<file path="src/rtl/ysyx_22040386_pipe_ctrl_if.sv">
// Bundle between the decode-side pipeline and the scheduler: decoded
// instruction fields and stage events in, stage controls and forwarding out.
interface ysyx_22040386_pipe_ctrl_if #(
    parameter int unsigned CNT_W = 32
);
    // Decoded instruction currently in ID
    logic             i_ID_valid;
    logic [4:0]       i_ID_rs1_addr;
    logic [4:0]       i_ID_rs2_addr;
    logic             i_ID_rs1_used;
    logic             i_ID_rs2_used;
    logic             i_ID_RegWrite;
    logic             i_ID_MemRead;
    logic [4:0]       i_ID_reg_wr_addr;
    logic             i_ID_ebreak;

    // Events from later stages
    logic             i_EX_redirect;
    logic             i_MEM_busy;

    // Stage register controls
    logic             o_IF_pc_en;
    logic             o_IFID_en;
    logic             o_IDEX_en;
    logic             o_EXMEM_en;
    logic             o_MEMWB_en;
    logic             o_IFID_flush;
    logic             o_IDEX_bubble;

    // Operand forwarding and status
    logic [1:0]       o_fwd_a;
    logic [1:0]       o_fwd_b;
    logic             o_halt;
    logic [CNT_W-1:0] o_stall_cnt;

    // Core side: drives the decoded instruction and events
    modport master (
        output i_ID_valid, i_ID_rs1_addr, i_ID_rs2_addr, i_ID_rs1_used, i_ID_rs2_used,
        output i_ID_RegWrite, i_ID_MemRead, i_ID_reg_wr_addr, i_ID_ebreak,
        output i_EX_redirect, i_MEM_busy,
        input  o_IF_pc_en, o_IFID_en, o_IDEX_en, o_EXMEM_en, o_MEMWB_en,
        input  o_IFID_flush, o_IDEX_bubble, o_fwd_a, o_fwd_b, o_halt, o_stall_cnt
    );

    // Scheduler side
    modport slave (
        input  i_ID_valid, i_ID_rs1_addr, i_ID_rs2_addr, i_ID_rs1_used, i_ID_rs2_used,
        input  i_ID_RegWrite, i_ID_MemRead, i_ID_reg_wr_addr, i_ID_ebreak,
        input  i_EX_redirect, i_MEM_busy,
        output o_IF_pc_en, o_IFID_en, o_IDEX_en, o_EXMEM_en, o_MEMWB_en,
        output o_IFID_flush, o_IDEX_bubble, o_fwd_a, o_fwd_b, o_halt, o_stall_cnt
    );
endinterface

</file>
<file path="src/rtl/ysyx_22040386_pipe_ctrl.sv">
// Pipeline scheduler: 3-slot destination scoreboard (EX/MEM/WB) producing
// forwarding selects, plus stage enable/flush/bubble control for load-use
// stalls, EX redirects, memory freezes and the ebreak drain-to-halt sequence.
module ysyx_22040386_pipe_ctrl #(
    parameter int unsigned CNT_W = 32
) (
    input logic                            i_clk,
    input logic                            i_rst,
    ysyx_22040386_pipe_ctrl_if.slave       bus
);

    typedef struct packed {
        logic       valid;
        logic [4:0] rd;
        logic       reg_write;
        logic       mem_read;
    } slot_t;

    typedef enum logic [1:0] {
        StRun,
        StDrain,
        StHalt
    } state_e;

    // A slot supplies a source when it really writes that (non-x0) register
    function automatic logic slot_hit(slot_t s, logic [4:0] src, logic used);
        return s.valid && s.reg_write && (s.rd == src) && (src != 5'd0) && used;
    endfunction

    // Youngest producer wins
    function automatic logic [1:0] fwd_sel(slot_t ex, slot_t mem, slot_t wb,
                                           logic [4:0] src, logic used);
        if (slot_hit(ex, src, used)) begin
            return 2'b01;
        end else if (slot_hit(mem, src, used)) begin
            return 2'b10;
        end else if (slot_hit(wb, src, used)) begin
            return 2'b11;
        end
        return 2'b00;
    endfunction

    slot_t            ex_q, mem_q, wb_q;
    slot_t            ex_d, mem_d, wb_d;
    state_e           state_q, state_d;
    logic [1:0]       drain_q, drain_d;
    logic [CNT_W-1:0] stall_q, stall_d;

    logic             frozen;
    logic             advance;
    logic             load_use;
    logic             pc_en, ifid_en, idex_en, exmem_en, memwb_en;
    logic             ifid_flush, idex_bubble;
    logic             stall_evt;

    assign frozen  = bus.i_MEM_busy;
    // Scoreboard, drain counter and FSM only move on unfrozen, non-halted cycles
    assign advance = !frozen && (state_q != StHalt);

    // Load-use: the load sits in EX and the ID instruction reads its rd
    always_comb begin
        load_use = 1'b0;
        if (state_q == StRun && bus.i_ID_valid && ex_q.mem_read) begin
            load_use = slot_hit(ex_q, bus.i_ID_rs1_addr, bus.i_ID_rs1_used) ||
                       slot_hit(ex_q, bus.i_ID_rs2_addr, bus.i_ID_rs2_used);
        end
    end

    // Stage controls, priority: reset > halt/freeze > drain > redirect > load-use
    always_comb begin
        pc_en       = 1'b1;
        ifid_en     = 1'b1;
        idex_en     = 1'b1;
        exmem_en    = 1'b1;
        memwb_en    = 1'b1;
        ifid_flush  = 1'b0;
        idex_bubble = 1'b0;
        if (i_rst) begin
            pc_en       = 1'b0;
            ifid_en     = 1'b0;
            idex_en     = 1'b0;
            exmem_en    = 1'b0;
            memwb_en    = 1'b0;
            ifid_flush  = 1'b1;
            idex_bubble = 1'b1;
        end else if (state_q == StHalt || frozen) begin
            pc_en    = 1'b0;
            ifid_en  = 1'b0;
            idex_en  = 1'b0;
            exmem_en = 1'b0;
            memwb_en = 1'b0;
        end else if (state_q == StDrain) begin
            // Only older instructions may finish; anything behind ebreak is squashed
            pc_en       = 1'b0;
            ifid_flush  = 1'b1;
            idex_bubble = 1'b1;
        end else if (bus.i_EX_redirect) begin
            ifid_flush  = 1'b1;
            idex_bubble = 1'b1;
        end else if (load_use) begin
            pc_en       = 1'b0;
            ifid_en     = 1'b0;
            idex_bubble = 1'b1;
        end
    end

    // Forwarding selects for both operands
    always_comb begin
        bus.o_fwd_a = 2'b00;
        bus.o_fwd_b = 2'b00;
        if (!i_rst) begin
            bus.o_fwd_a = fwd_sel(ex_q, mem_q, wb_q, bus.i_ID_rs1_addr, bus.i_ID_rs1_used);
            bus.o_fwd_b = fwd_sel(ex_q, mem_q, wb_q, bus.i_ID_rs2_addr, bus.i_ID_rs2_used);
        end
    end

    assign bus.o_IF_pc_en    = pc_en;
    assign bus.o_IFID_en     = ifid_en;
    assign bus.o_IDEX_en     = idex_en;
    assign bus.o_EXMEM_en    = exmem_en;
    assign bus.o_MEMWB_en    = memwb_en;
    assign bus.o_IFID_flush  = ifid_flush;
    assign bus.o_IDEX_bubble = idex_bubble;
    assign bus.o_halt        = (state_q == StHalt);
    assign bus.o_stall_cnt   = stall_q;

    // Scoreboard shift: ID enters EX unless squashed into a bubble
    always_comb begin
        ex_d  = ex_q;
        mem_d = mem_q;
        wb_d  = wb_q;
        if (advance) begin
            wb_d  = mem_q;
            mem_d = ex_q;
            ex_d  = '0;
            if (bus.i_ID_valid && !idex_bubble) begin
                ex_d.valid     = 1'b1;
                ex_d.rd        = bus.i_ID_reg_wr_addr;
                ex_d.reg_write = bus.i_ID_RegWrite;
                ex_d.mem_read  = bus.i_ID_MemRead;
            end
        end
    end

    // FSM next state and drain counter
    always_comb begin
        state_d = state_q;
        drain_d = drain_q;
        if (advance) begin
            unique case (state_q)
                StRun: begin
                    // The ebreak is accepted only when it really moves into EX
                    if (bus.i_ID_valid && bus.i_ID_ebreak && !idex_bubble) begin
                        state_d = StDrain;
                        drain_d = 2'd0;
                    end
                end
                StDrain: begin
                    drain_d = drain_q + 2'd1;
                    // Third unfrozen drain step retires ebreak out of WB
                    if (drain_q == 2'd2) begin
                        state_d = StHalt;
                    end
                end
                default: begin
                    state_d = state_q;
                end
            endcase
        end
    end

    // Saturating count of cycles lost to stall, bubble, flush or freeze
    always_comb begin
        stall_evt = (state_q != StHalt) && (frozen || ifid_flush || idex_bubble);
        stall_d   = stall_q;
        if (stall_evt && (stall_q != {CNT_W{1'b1}})) begin
            stall_d = stall_q + {{(CNT_W-1){1'b0}}, 1'b1};
        end
    end

    // State registers
    always_ff @(posedge i_clk or posedge i_rst) begin
        if (i_rst) begin
            ex_q    <= '0;
            mem_q   <= '0;
            wb_q    <= '0;
            state_q <= StRun;
            drain_q <= 2'd0;
            stall_q <= '0;
        end else begin
            ex_q    <= ex_d;
            mem_q   <= mem_d;
            wb_q    <= wb_d;
            state_q <= state_d;
            drain_q <= drain_d;
            stall_q <= stall_d;
        end
    end

endmodule

</file>
<file path="src/flat_wrapper.sv">
// flat-port wrapper written by rule: the top's interface ports become plain ports
module ysyx_22040386_pipe_ctrl_flat 
#(
    parameter int unsigned CNT_W = 32
)
  (i_clk, i_rst, bus_i_ID_valid, bus_i_ID_rs1_addr, bus_i_ID_rs2_addr, bus_i_ID_rs1_used, bus_i_ID_rs2_used, bus_i_ID_RegWrite, bus_i_ID_MemRead, bus_i_ID_reg_wr_addr, bus_i_ID_ebreak, bus_i_EX_redirect, bus_i_MEM_busy, bus_o_IF_pc_en, bus_o_IFID_en, bus_o_IDEX_en, bus_o_EXMEM_en, bus_o_MEMWB_en, bus_o_IFID_flush, bus_o_IDEX_bubble, bus_o_fwd_a, bus_o_fwd_b, bus_o_halt, bus_o_stall_cnt);
  ysyx_22040386_pipe_ctrl_if #(.CNT_W(CNT_W)) bus_i ();
  input logic i_clk;
  input logic i_rst;
  input wire logic [$bits(bus_i.i_ID_valid)-1:0] bus_i_ID_valid;
  input wire logic [$bits(bus_i.i_ID_rs1_addr)-1:0] bus_i_ID_rs1_addr;
  input wire logic [$bits(bus_i.i_ID_rs2_addr)-1:0] bus_i_ID_rs2_addr;
  input wire logic [$bits(bus_i.i_ID_rs1_used)-1:0] bus_i_ID_rs1_used;
  input wire logic [$bits(bus_i.i_ID_rs2_used)-1:0] bus_i_ID_rs2_used;
  input wire logic [$bits(bus_i.i_ID_RegWrite)-1:0] bus_i_ID_RegWrite;
  input wire logic [$bits(bus_i.i_ID_MemRead)-1:0] bus_i_ID_MemRead;
  input wire logic [$bits(bus_i.i_ID_reg_wr_addr)-1:0] bus_i_ID_reg_wr_addr;
  input wire logic [$bits(bus_i.i_ID_ebreak)-1:0] bus_i_ID_ebreak;
  input wire logic [$bits(bus_i.i_EX_redirect)-1:0] bus_i_EX_redirect;
  input wire logic [$bits(bus_i.i_MEM_busy)-1:0] bus_i_MEM_busy;
  output wire logic [$bits(bus_i.o_IF_pc_en)-1:0] bus_o_IF_pc_en;
  output wire logic [$bits(bus_i.o_IFID_en)-1:0] bus_o_IFID_en;
  output wire logic [$bits(bus_i.o_IDEX_en)-1:0] bus_o_IDEX_en;
  output wire logic [$bits(bus_i.o_EXMEM_en)-1:0] bus_o_EXMEM_en;
  output wire logic [$bits(bus_i.o_MEMWB_en)-1:0] bus_o_MEMWB_en;
  output wire logic [$bits(bus_i.o_IFID_flush)-1:0] bus_o_IFID_flush;
  output wire logic [$bits(bus_i.o_IDEX_bubble)-1:0] bus_o_IDEX_bubble;
  output wire logic [$bits(bus_i.o_fwd_a)-1:0] bus_o_fwd_a;
  output wire logic [$bits(bus_i.o_fwd_b)-1:0] bus_o_fwd_b;
  output wire logic [$bits(bus_i.o_halt)-1:0] bus_o_halt;
  output wire logic [$bits(bus_i.o_stall_cnt)-1:0] bus_o_stall_cnt;
  assign bus_i.i_ID_valid = bus_i_ID_valid;
  assign bus_i.i_ID_rs1_addr = bus_i_ID_rs1_addr;
  assign bus_i.i_ID_rs2_addr = bus_i_ID_rs2_addr;
  assign bus_i.i_ID_rs1_used = bus_i_ID_rs1_used;
  assign bus_i.i_ID_rs2_used = bus_i_ID_rs2_used;
  assign bus_i.i_ID_RegWrite = bus_i_ID_RegWrite;
  assign bus_i.i_ID_MemRead = bus_i_ID_MemRead;
  assign bus_i.i_ID_reg_wr_addr = bus_i_ID_reg_wr_addr;
  assign bus_i.i_ID_ebreak = bus_i_ID_ebreak;
  assign bus_i.i_EX_redirect = bus_i_EX_redirect;
  assign bus_i.i_MEM_busy = bus_i_MEM_busy;
  assign bus_o_IF_pc_en = bus_i.o_IF_pc_en;
  assign bus_o_IFID_en = bus_i.o_IFID_en;
  assign bus_o_IDEX_en = bus_i.o_IDEX_en;
  assign bus_o_EXMEM_en = bus_i.o_EXMEM_en;
  assign bus_o_MEMWB_en = bus_i.o_MEMWB_en;
  assign bus_o_IFID_flush = bus_i.o_IFID_flush;
  assign bus_o_IDEX_bubble = bus_i.o_IDEX_bubble;
  assign bus_o_fwd_a = bus_i.o_fwd_a;
  assign bus_o_fwd_b = bus_i.o_fwd_b;
  assign bus_o_halt = bus_i.o_halt;
  assign bus_o_stall_cnt = bus_i.o_stall_cnt;
  ysyx_22040386_pipe_ctrl #(.CNT_W(CNT_W)) u_core (.i_clk(i_clk), .i_rst(i_rst), .bus(bus_i));
endmodule
</file>
<file path="config.mk">
export PLATFORM = sky130hd
export DESIGN_NAME = ysyx_22040386_pipe_ctrl_flat
export DESIGN_NICKNAME = d
export VERILOG_FILES = /design/src/rtl/ysyx_22040386_pipe_ctrl_if.sv /design/src/rtl/ysyx_22040386_pipe_ctrl.sv /design/src/flat_wrapper.sv
export SDC_FILE = /design/constraint.sdc
export NUM_CORES = 1
export LEC_CHECK = 0
export CORE_AREA = 4 4 85 87
export DETAILED_ROUTE_END_ITERATION = 12
export DIE_AREA = 0 0 89 91
export PLACE_DENSITY = 0.78
export SETUP_SLACK_MARGIN = 0.15
export SLEW_MARGIN = 20
export SYNTH_ARGS = -nofsm -noshare
export SYNTH_HDL_FRONTEND = slang
export SYNTH_SLANG_ARGS = --single-unit
</file>
<file path="constraint.sdc">
create_clock -name i_clk -period 2.36 [get_ports i_clk]
set_clock_uncertainty 0.1 [all_clocks]
set_input_delay 0.354 -clock i_clk [delete_from_list [all_inputs] [get_ports i_clk]]
set_output_delay 0.354 -clock i_clk [all_outputs]
set_load 0.01 [all_outputs]
</file>
==> results of run 1 <==
==> cell usage in the layout, fill, tap and decap left out, types with 2 or more instances in the layout <==
master / instances
buf_8: 4
a22o_1: 7
a21oi_2: 2
and2_1: 2
dlygate4sd2_1: 9
o21a_1: 2
clkbuf_8: 11
xor2_1: 35
nor4_2: 2
xnor2_2: 6
o21ai_2: 2
inv_2: 2
or2b_1: 2
xnor2_1: 20
buf_6: 16
nor2_4: 11
o21ai_0: 2
dfrtp_2: 5
nor2_1: 6
nand4_1: 17
a21o_1: 2
inv_1: 6
buf_2: 10
a21oi_1: 2
o21ai_4: 2
dfrtp_1: 53
buf_4: 54
nand2_1: 57
clkdlybuf4s50_1: 45
nor3_4: 12
and3_1: 7
a31oi_1: 3
and4_1: 6
or4_4: 4
clkbuf_1: 3
nor4_4: 6
nand3_1: 9
nor4b_4: 2
==> area by class of cell <==
| class | instances | area share [%] |
|---|---|---|
| inverters | 8 | 0.586 |
| flip-flops and latches | 58 | 28.4 |
| multi-input cells | 249 | 40.8 |
| repair buffers | 140 | 24.5 |
| well taps | 77 | 1.88 |
| clock inverters | 2 | 0.683 |
| clock buffers | 14 | 3.17 |
==> cells by family after synthesis <==
group / share of synthesized area [%]
multiplexers: 0.349
adder cells (fa/ha/maj): 1.09
buffers and inverters: 3.57
AO/OA/AOI/OAI: 7.52
XOR/XNOR: 16.6
AND/OR/NAND/NOR: 26.0
flip-flops: 45.0
==> final timing paths <==
path / end / slack [ns] / cells after the start
setup / recovery: bus_o_IF_pc_en / -0.11 / 7
hold / removal: u_core.wb_q[1]$_DFFE_PP0P_ / 0.39 / 2
setup reg to reg: u_core.bus.o_stall_cnt[13]$_DFFE_PP0P_ / -0.02 / 10
hold reg to reg: u_core.wb_q[1]$_DFFE_PP0P_ / 0.39 / 2
max in group asynchronous: u_core.bus.o_stall_cnt[13]$_DFFE_PP0P_ / 1.02 / 4
min in group asynchronous: u_core.ex_q[0]$_DFFE_PP0P_ / 0.46 / 3
==> metal layers <==
metal	share of wire (%)	vias to the layer above	global-route usage (%)	routed length (um)
li1	-	1426	-	-
met1	41	1531	31.1	3990
met2	51	108	41.0	5020
met3	5.2	32	4.43	505
met4	2.5	0	8.81	248
met5	0	-	0	0
==> power by group <==
part	leakage, nW	total (mW)	switching, mW	internal, mW
logic	1.51	0.542	0.260	0.282
clock network	0.101	0.945	0.399	0.546
registers	0.776	1.15	0.0855	1.06
total	2.38	2.63	0.744	1.89
==> worst max-delay path, stage by stage, from the launching register on <==
cell      delay, ns
dfrtp_1        0.43
xnor2_1        0.15
nand4_1        0.17
nor4_4         0.34
o21ai_2        0.11
o21a_1         0.20
a21boi_2       0.15
buf_2          0.14
==> what timing repair did <==
item | CTS | global route
resized for setup | 153 | 26
pin swaps | 59 | 24
setup endpoints to repair | 52 | 47
setup buffers | 14 | 6
gates cloned | 3 | 0
==> per-stage QoR <==
stage / util [%] / instances / worst slack (ns) / instance area, sq um / TNS (ns)
2_1_floorplan: - / 329 / 0.123 / 3230 / 0
3_3_place_gp: 67.6 / 509 / -0.741 / 4290 / -18.67
3_5_place_dp: 67.6 / 509 / -0.785 / 4290 / -20.80
4_1_cts: 78.4 / 542 / -0.197 / 4980 / -0.835
5_1_grt: 80.7 / 548 / -0.207 / 5130 / -1.54
6_report: 80.7 / 548 / -0.112 / 5130 / -0.452
==> state kept, by name, indices dropped and copies added (netlist names) <==
name and flops:
u_core.wb_q 7, u_core.state_q 2, u_core.drain_q 2, u_core.bus.o_stall_cnt 32, u_core.mem_q 7, u_core.ex_q 8
==> flow_summary.ini, run 1 <==
[synthesis]
synth_top_area_cell = dfrtp_1
syn-num-nets = 356
netlist_instances = 329
synthTopCellsByArea = dfrtp_1 45%, xor2_1 9.5%, xnor2_1 7.1%, nand2_1 6.6%, nand4_1 3.3%
synth_edf_count = 0
synth_most_common_cell = dfrtp_1
yosys-top-cells-count = 58 x dfrtp_1, 57 x nand2_1, 35 x xor2_1, 26 x xnor2_1
avgSynthCellArea_sq_um = 9.81
synth_top_area_share_pct = 45.0
ys.flop_type = dfrtp_1
seq_area_frac_synth_pct = 45.0
async_reset_ff_share_pct = 100
synth.distinct_cells = 47
syn_area_sq_mm = 0.00323
ys_warn_count = 0
ys_ff_latch = 58

[timing]
fmax_mhz = 405
finalHoldViolations = 0
setup_viol = 8
setup_slack_ns = -0.112
layout_min_cycle_time_ns = 2.47
whs_ns = 0.394
drv_slew = 0
rsz0062_at_grt = true
period_share_pct = 105
tightest_slew_ns = 0.421
maxSlewHeadroom_pct = 71.9

[routing]
finalWirelength_mm = 9.77
drt_iter0_drc = 133
wl_per_cell_um = 17.8
drt_first_pass_iters = 4
route.vias.total = 3097
vias_per_cell = 5.65
antenna_left = 0
drc_errors = 0

[final_layout]
fillerInstances = 351
syn_to_final_growth_pct = 58.8
multiInputGateArea_sq_mm = 0.00209
layout.nets = 493
drive_gt1_share_pct = 35.0
register_area_sq_mm = 0.00146
antenna_cells = 0

[floorplan]
die_y_um = 91
core_sq_mm = 0.00635
start_util_pct = 50.8
io_pins = 69
num_rows = 29
die_area_sq_mm = 0.00810
die_x_um = 89

[placed_design]
finalWeightedCongestion = 0.827
io_buffer_count = 68
dp_hpwl_mm = 6.09

[global_routing]
grt_first_pass_wirelength_mm = 15.7
grt_pass1_vias = 3256
gr-total-overflow = 0
grtUsageTotal_pct = 24.4
antenna_found_initial = 0
grt_max_degree = 25

[setup_path]
crit_type = register to output port
critPathRequiredTime_ns = 1.91
cp.arrival_ns = 2.02
r2r-start = u_core.ex_q[5]$_DFFE_PP0P_
startpoint = u_core.ex_q[5]$_DFFE_PP0P_
cp-end-kind = output port
start_kind = register
path_max_fanout = 3

[cts]
ctsHoldBuffers = 0
clock-root-buffer = clkbuf_8
clk_pin_slew_worst_paths_ns = 0.07
cts_buffer_depth = 2
cts.sinks = 58
h-tree-depth = 3
clk_latency_ns = 0.33
cts_tree = built
cts_buffers = 9

[run_status]
violations = setup timing
status = finished with violations

[power]
peakVddDrop_uv = 415
finalPower_mw = 2.63
power_density_mw_per_mm2 = 513
leakage_nw = 2.38

[job]
maxCapViolCount = 0

[min_path]
hp-class = register to register
hp-start = u_core.wb_q[1]$_DFFE_PP0P_
No activity file was read; power rests on OpenSTA's default activity.
==> run 2: changes to the inputs <==
--- a/config.mk
+++ b/config.mk
@@ -10,7 +10,7 @@
 export DIE_AREA = 0 0 89 91
 export PLACE_DENSITY = 0.78
 export SETUP_SLACK_MARGIN = 0.15
-export SLEW_MARGIN = 20
+export SLEW_MARGIN = 40
 export SYNTH_ARGS = -nofsm -noshare
 export SYNTH_HDL_FRONTEND = slang
 export SYNTH_SLANG_ARGS = --single-unit
==> results of run 2 <==
No change in the layout: final DEF, timing and power equal those of run 1.
==> edit 1, RTL diff (config.mk and constraints of run 1) <==
`CNT_W` is set to 32 in 3 places; all go to 16.
--- a/src/rtl/ysyx_22040386_pipe_ctrl_if.sv
+++ b/src/rtl/ysyx_22040386_pipe_ctrl_if.sv
@@ -3,3 +3,3 @@
 interface ysyx_22040386_pipe_ctrl_if #(
-    parameter int unsigned CNT_W = 32
+    parameter int unsigned CNT_W = 16
 );
--- a/src/rtl/ysyx_22040386_pipe_ctrl.sv
+++ b/src/rtl/ysyx_22040386_pipe_ctrl.sv
@@ -4,3 +4,3 @@
 module ysyx_22040386_pipe_ctrl #(
-    parameter int unsigned CNT_W = 32
+    parameter int unsigned CNT_W = 16
 ) (
--- a/src/flat_wrapper.sv
+++ b/src/flat_wrapper.sv
@@ -3,3 +3,3 @@
 #(
-    parameter int unsigned CNT_W = 32
+    parameter int unsigned CNT_W = 16
 )
Ports: changed (resized bus_o_stall_cnt); port bits go from 69 to 53. No check against the original RTL was run, so the function may have changed too.
==> edit 1 against run 1 <==
The flow still finishes with violations (setup timing). Sequential cell count is 16 lower. Non-clock buffer count shrank 27. Wire length decreased by 33%. Total power fell by 2.6%. Worst setup slack about the same. First-iteration DRC count is 45% lower. Design area fell by 27%. Area after synthesis down 25%. Critical path type is now input pin to primary output. Largest cell class unchanged. Highest routed layer unchanged.
==> edit 1: results (changes against run 1) <==
dpl.hpwl_um: 4720  # -22%
violations: "setup timing"
cts_resized: 94  # -39%
maxSlewHeadroom: 0.675  # -0.0439
dpl-instance-area_um2: 3380  # -21%
holdWs_ns: 0.387  # -0.00698 ns
postSynthNetCount: 297  # -17%
drive_gt1_frac: 0.336  # -0.0144
slowest_delay_ns: 0.53  # +0.10 ns
setup_tns_ns: -0.284  # +0.168 ns
first_iter_violations: 73  # -45%
grt_pass1_vias: 2212  # -32%
postCtsSetupBuffers: 8  # -6
p_leak_uw: 0.00164  # -31%
portBuffers: 52  # -24%
gr-usage-met1: 0.212  # -0.0996
synth_commonest_cells: "nand2_1, dfrtp_1, xnor2_1, nor2_1, xor2_1"
grt_pass1_wl_um: 10500  # -33%
outcome: "complete, but fails checks"
route.met2.wl_um: 3420  # -32%
synth_area_leaders: "dfrtp_1, xnor2_1, nand2_1"
cts_buffers: 5  # -4
nFillCells: 545  # +55%
postSynthCellCount: 270  # -18%
fin_cells: 458  # -16%
placedCellCount: 436  # -14%
grt_util_met2: 0.280  # -0.130
r2r_slack_ns: 0.02  # +0.04 ns
setup_slack_ns: -0.112  # +0.000243 ns
setup_viol: 4  # -4
## edit 1: power by group through the flow
stage | clock network (µW) | logic (µW) | registers (µW)
3_5_place_dp | 0 | 1020 | 1020
6_report | 459 | 1080 | 1020
3_3_place_gp | 0 | 1000 | 1010
2_1_floorplan | 0 | 449 | 1070
5_1_grt | 505 | 1180 | 1040
4_1_cts | 470 | 1040 | 1010
## edit 1: area by class of cell
| cell class | instances | area share |
|---|---|---|
| clock buffer | 6 | 0.0195 |
| clock inverter | 2 | 0.00369 |
| inverter | 11 | 0.0111 |
| multi-input combinational | 207 | 0.401 |
| sequential | 42 | 0.284 |
| tap | 77 | 0.0259 |
| timing repair buffer | 113 | 0.255 |
## edit 1: kinds of logic (layout without fill, tap and decap cells)
kind of cell | count (synthesis) | after routing | share of synthesized area
AOI/OAI and AO/OA | 28 | 28 | 0.0864
xor gates and xnor gates | 45 | 45 | 0.162
adders and majority gates | 2 | 2 | 0.0103
buffers and inverters | 21 | 132 | 0.0386
DFF | 42 | 42 | 0.432
muxes | 3 | 3 | 0.0139
and+or+nand+nor | 129 | 129 | 0.257
## edit 1: worst max path at each step
stage	startpoint	to	slack, ns	cells after the start
after floorplan	bus_i_ID_rs2_addr[1]	bus_o_IF_pc_en	0.16	6
after global placement	bus_i_ID_rs2_addr[1]	bus_o_IF_pc_en	-0.77	8
after detailed placement	bus_i_ID_rs1_addr[0]	bus_o_IF_pc_en	-0.84	8
after CTS	bus_i_ID_rs1_addr[3]	bus_o_IF_pc_en	-0.11	9
after global routing	u_core.ex_q[5]	bus_o_IF_pc_en	-0.19	8
final	bus_i_ID_rs1_addr[3]	bus_o_IDEX_bubble	-0.11	10
## edit 1: worst min-delay path, cell delays in order (launching register included)
cell	delay [ns]
dfrtp_1	0.36
nand2_1	0.05
nand2_1	0.05
==> edit 2, RTL diff (settings of run 1) <==
Without the edit above. Reset style: synchronous (`i_rst`), changed in one clocked block.
--- a/src/rtl/ysyx_22040386_pipe_ctrl.sv
+++ b/src/rtl/ysyx_22040386_pipe_ctrl.sv
@@ -181,3 +181,3 @@
     // State registers
-    always_ff @(posedge i_clk or posedge i_rst) begin
+    always_ff @(posedge i_clk) begin
         if (i_rst) begin
Function: differs if i_rst is asserted again (counterexample within 4 cycles, from zero or initial values and one cycle with i_rst high); with i_rst held inactive, the same outputs for 4 cycles.
==> edit 2 against run 1 <==
Design area grew 10%. Fmax shrank 4.5%. Sequential cell count is the same. The flow still finishes with violations (setup timing). Wire length grew 52%. Combinational power shrank 34%. Total power shrank 13%. Area after synthesis shrank 1.3%. Worst setup slack lost 0.12 ns. Worst hold slack lost 0.13 ns. Sequential share of layout area shrank 6.8 points. Largest power group unchanged. Sequential power shrank 13%. Via count grew 36%.
==> edit 2: results (changes against run 1) <==
ys_seq_area_frac: 0.364  # -0.0851
first_iter_violations: 318  # +140%
postCtsSetupBuffers: 28  # +14
wl_per_cell_um: 23.3  # +31%
power_density_nw_per_um2: 406  # -21%
synth_commonest_cells: "dfxtp_1, a21oi_1, nand2_1, or4_1"
first_pass_iters: 5  # +1
synth_compound_area_frac: 0.208  # +0.133
final-clk-cell-share: 0.0342  # -0.00440
intPower_uw: 1650  # -12%
maxSlewHeadroom: 0.615  # -0.104
ir_drop_v: 0.000416  # +0.25%
placedCellCount: 574  # +13%
inv_count: 10  # +2
seq_cells: 58  # unchanged
grt_usage: 0.309  # +0.0648
powerComb_uw: 358  # -34%
post_synth_mux_area_share: 0.0106  # +0.00712
violations: "setup timing"
synthFlopType: "dfxtp_1"
setup_viol: 31  # +23
multiInputGateArea_um2: 2430  # +16%
wirelength_met1_um: 5230  # +31%
synthAdderAreaFrac: 0.00786  # -0.00300
holdWs_ns: 0.263  # -0.131 ns
worstPathMaxFanout: 6  # +3
synth_cell_type_count: 51  # +8.5%
postSynthCellCount: 386  # +17%
route.met2.wl_um: 7200  # +43%
place_ws_ns: -0.732  # +0.0529 ns
hold_end: "u_core.bus.o_stall_cnt[6]"
dpl.hpwl_um: 6890  # +13%
sh_seq_area: 0.216  # -0.0682
gp_congestion: 0.913  # +10%
arrival_ns: 2.71  # +0.69 ns
outcome: "complete, but fails checks"
nNonClkBuffers: 181  # +29%
grt_pass1_wl_um: 19800  # +26%
clock_latency_ns: 0.36  # +0.03 ns
rr_endpoint: "u_core.bus.o_stall_cnt[4]"
reg2reg_depth: 11  # +1
whs_path_depth: 3  # +1
grt_pass1_vias: 4054  # +25%
layout.nonclk_buf_frac: 0.295  # +0.0501
wl_met3_um: 1350  # +170%
reg2reg_from: "u_core.ex_q[6]"
pwr-share-clk: 0.408  # +0.049
yosys.area_share.xor_xnor: 0.0825  # -0.0830
drive_gt1_frac: 0.514  # +0.164
nFillCells: 272  # -23%
fin_nets: 580  # +18%
async_flop_share: 0  # -1.00
use_met3: 0.0633  # +0.0190
slowest_stage: "o31ai_1"
cp_top_family: "buffers and inverters"
fin_cells: 635  # +16%
setup_slack_ns: -0.229  # -0.117 ns
hold_start: "i_rst"
setup_tns_ns: -2.77  # -2.32 ns
-- edit 2: cell count changes after synthesis, sizes merged, moves of 4 or more --
cell	run 1	this run
dfrtp	58	0
dfxtp	0	58
a21oi	4	47
xor2	35	6
or4	5	30
o31ai	1	24
nand2	57	44
clkbuf	5	15
nor3	13	5
nand3	10	15
and3	7	3
-- edit 2: how the worst max path moves through the flow --
stage                          startpoint                         end  slack [ns]  depth (start not counted)
6_report                   u_core.ex_q[6]   u_core.bus.o_stall_cnt[4]       -0.23                         11
5_1_grt                    u_core.ex_q[6]              bus_o_IF_pc_en       -0.25                          8
4_1_cts                   u_core.mem_q[5]              bus_o_fwd_a[1]        0.01                          6
3_5_place_dp         bus_i_ID_rs1_addr[2]              bus_o_fwd_a[1]       -0.73                          8
3_3_place_gp         bus_i_ID_rs1_addr[0]              bus_o_IF_pc_en       -0.69                          8
2_1_floorplan  u_core.bus.o_stall_cnt[13]  u_core.bus.o_stall_cnt[29]        0.12                          6
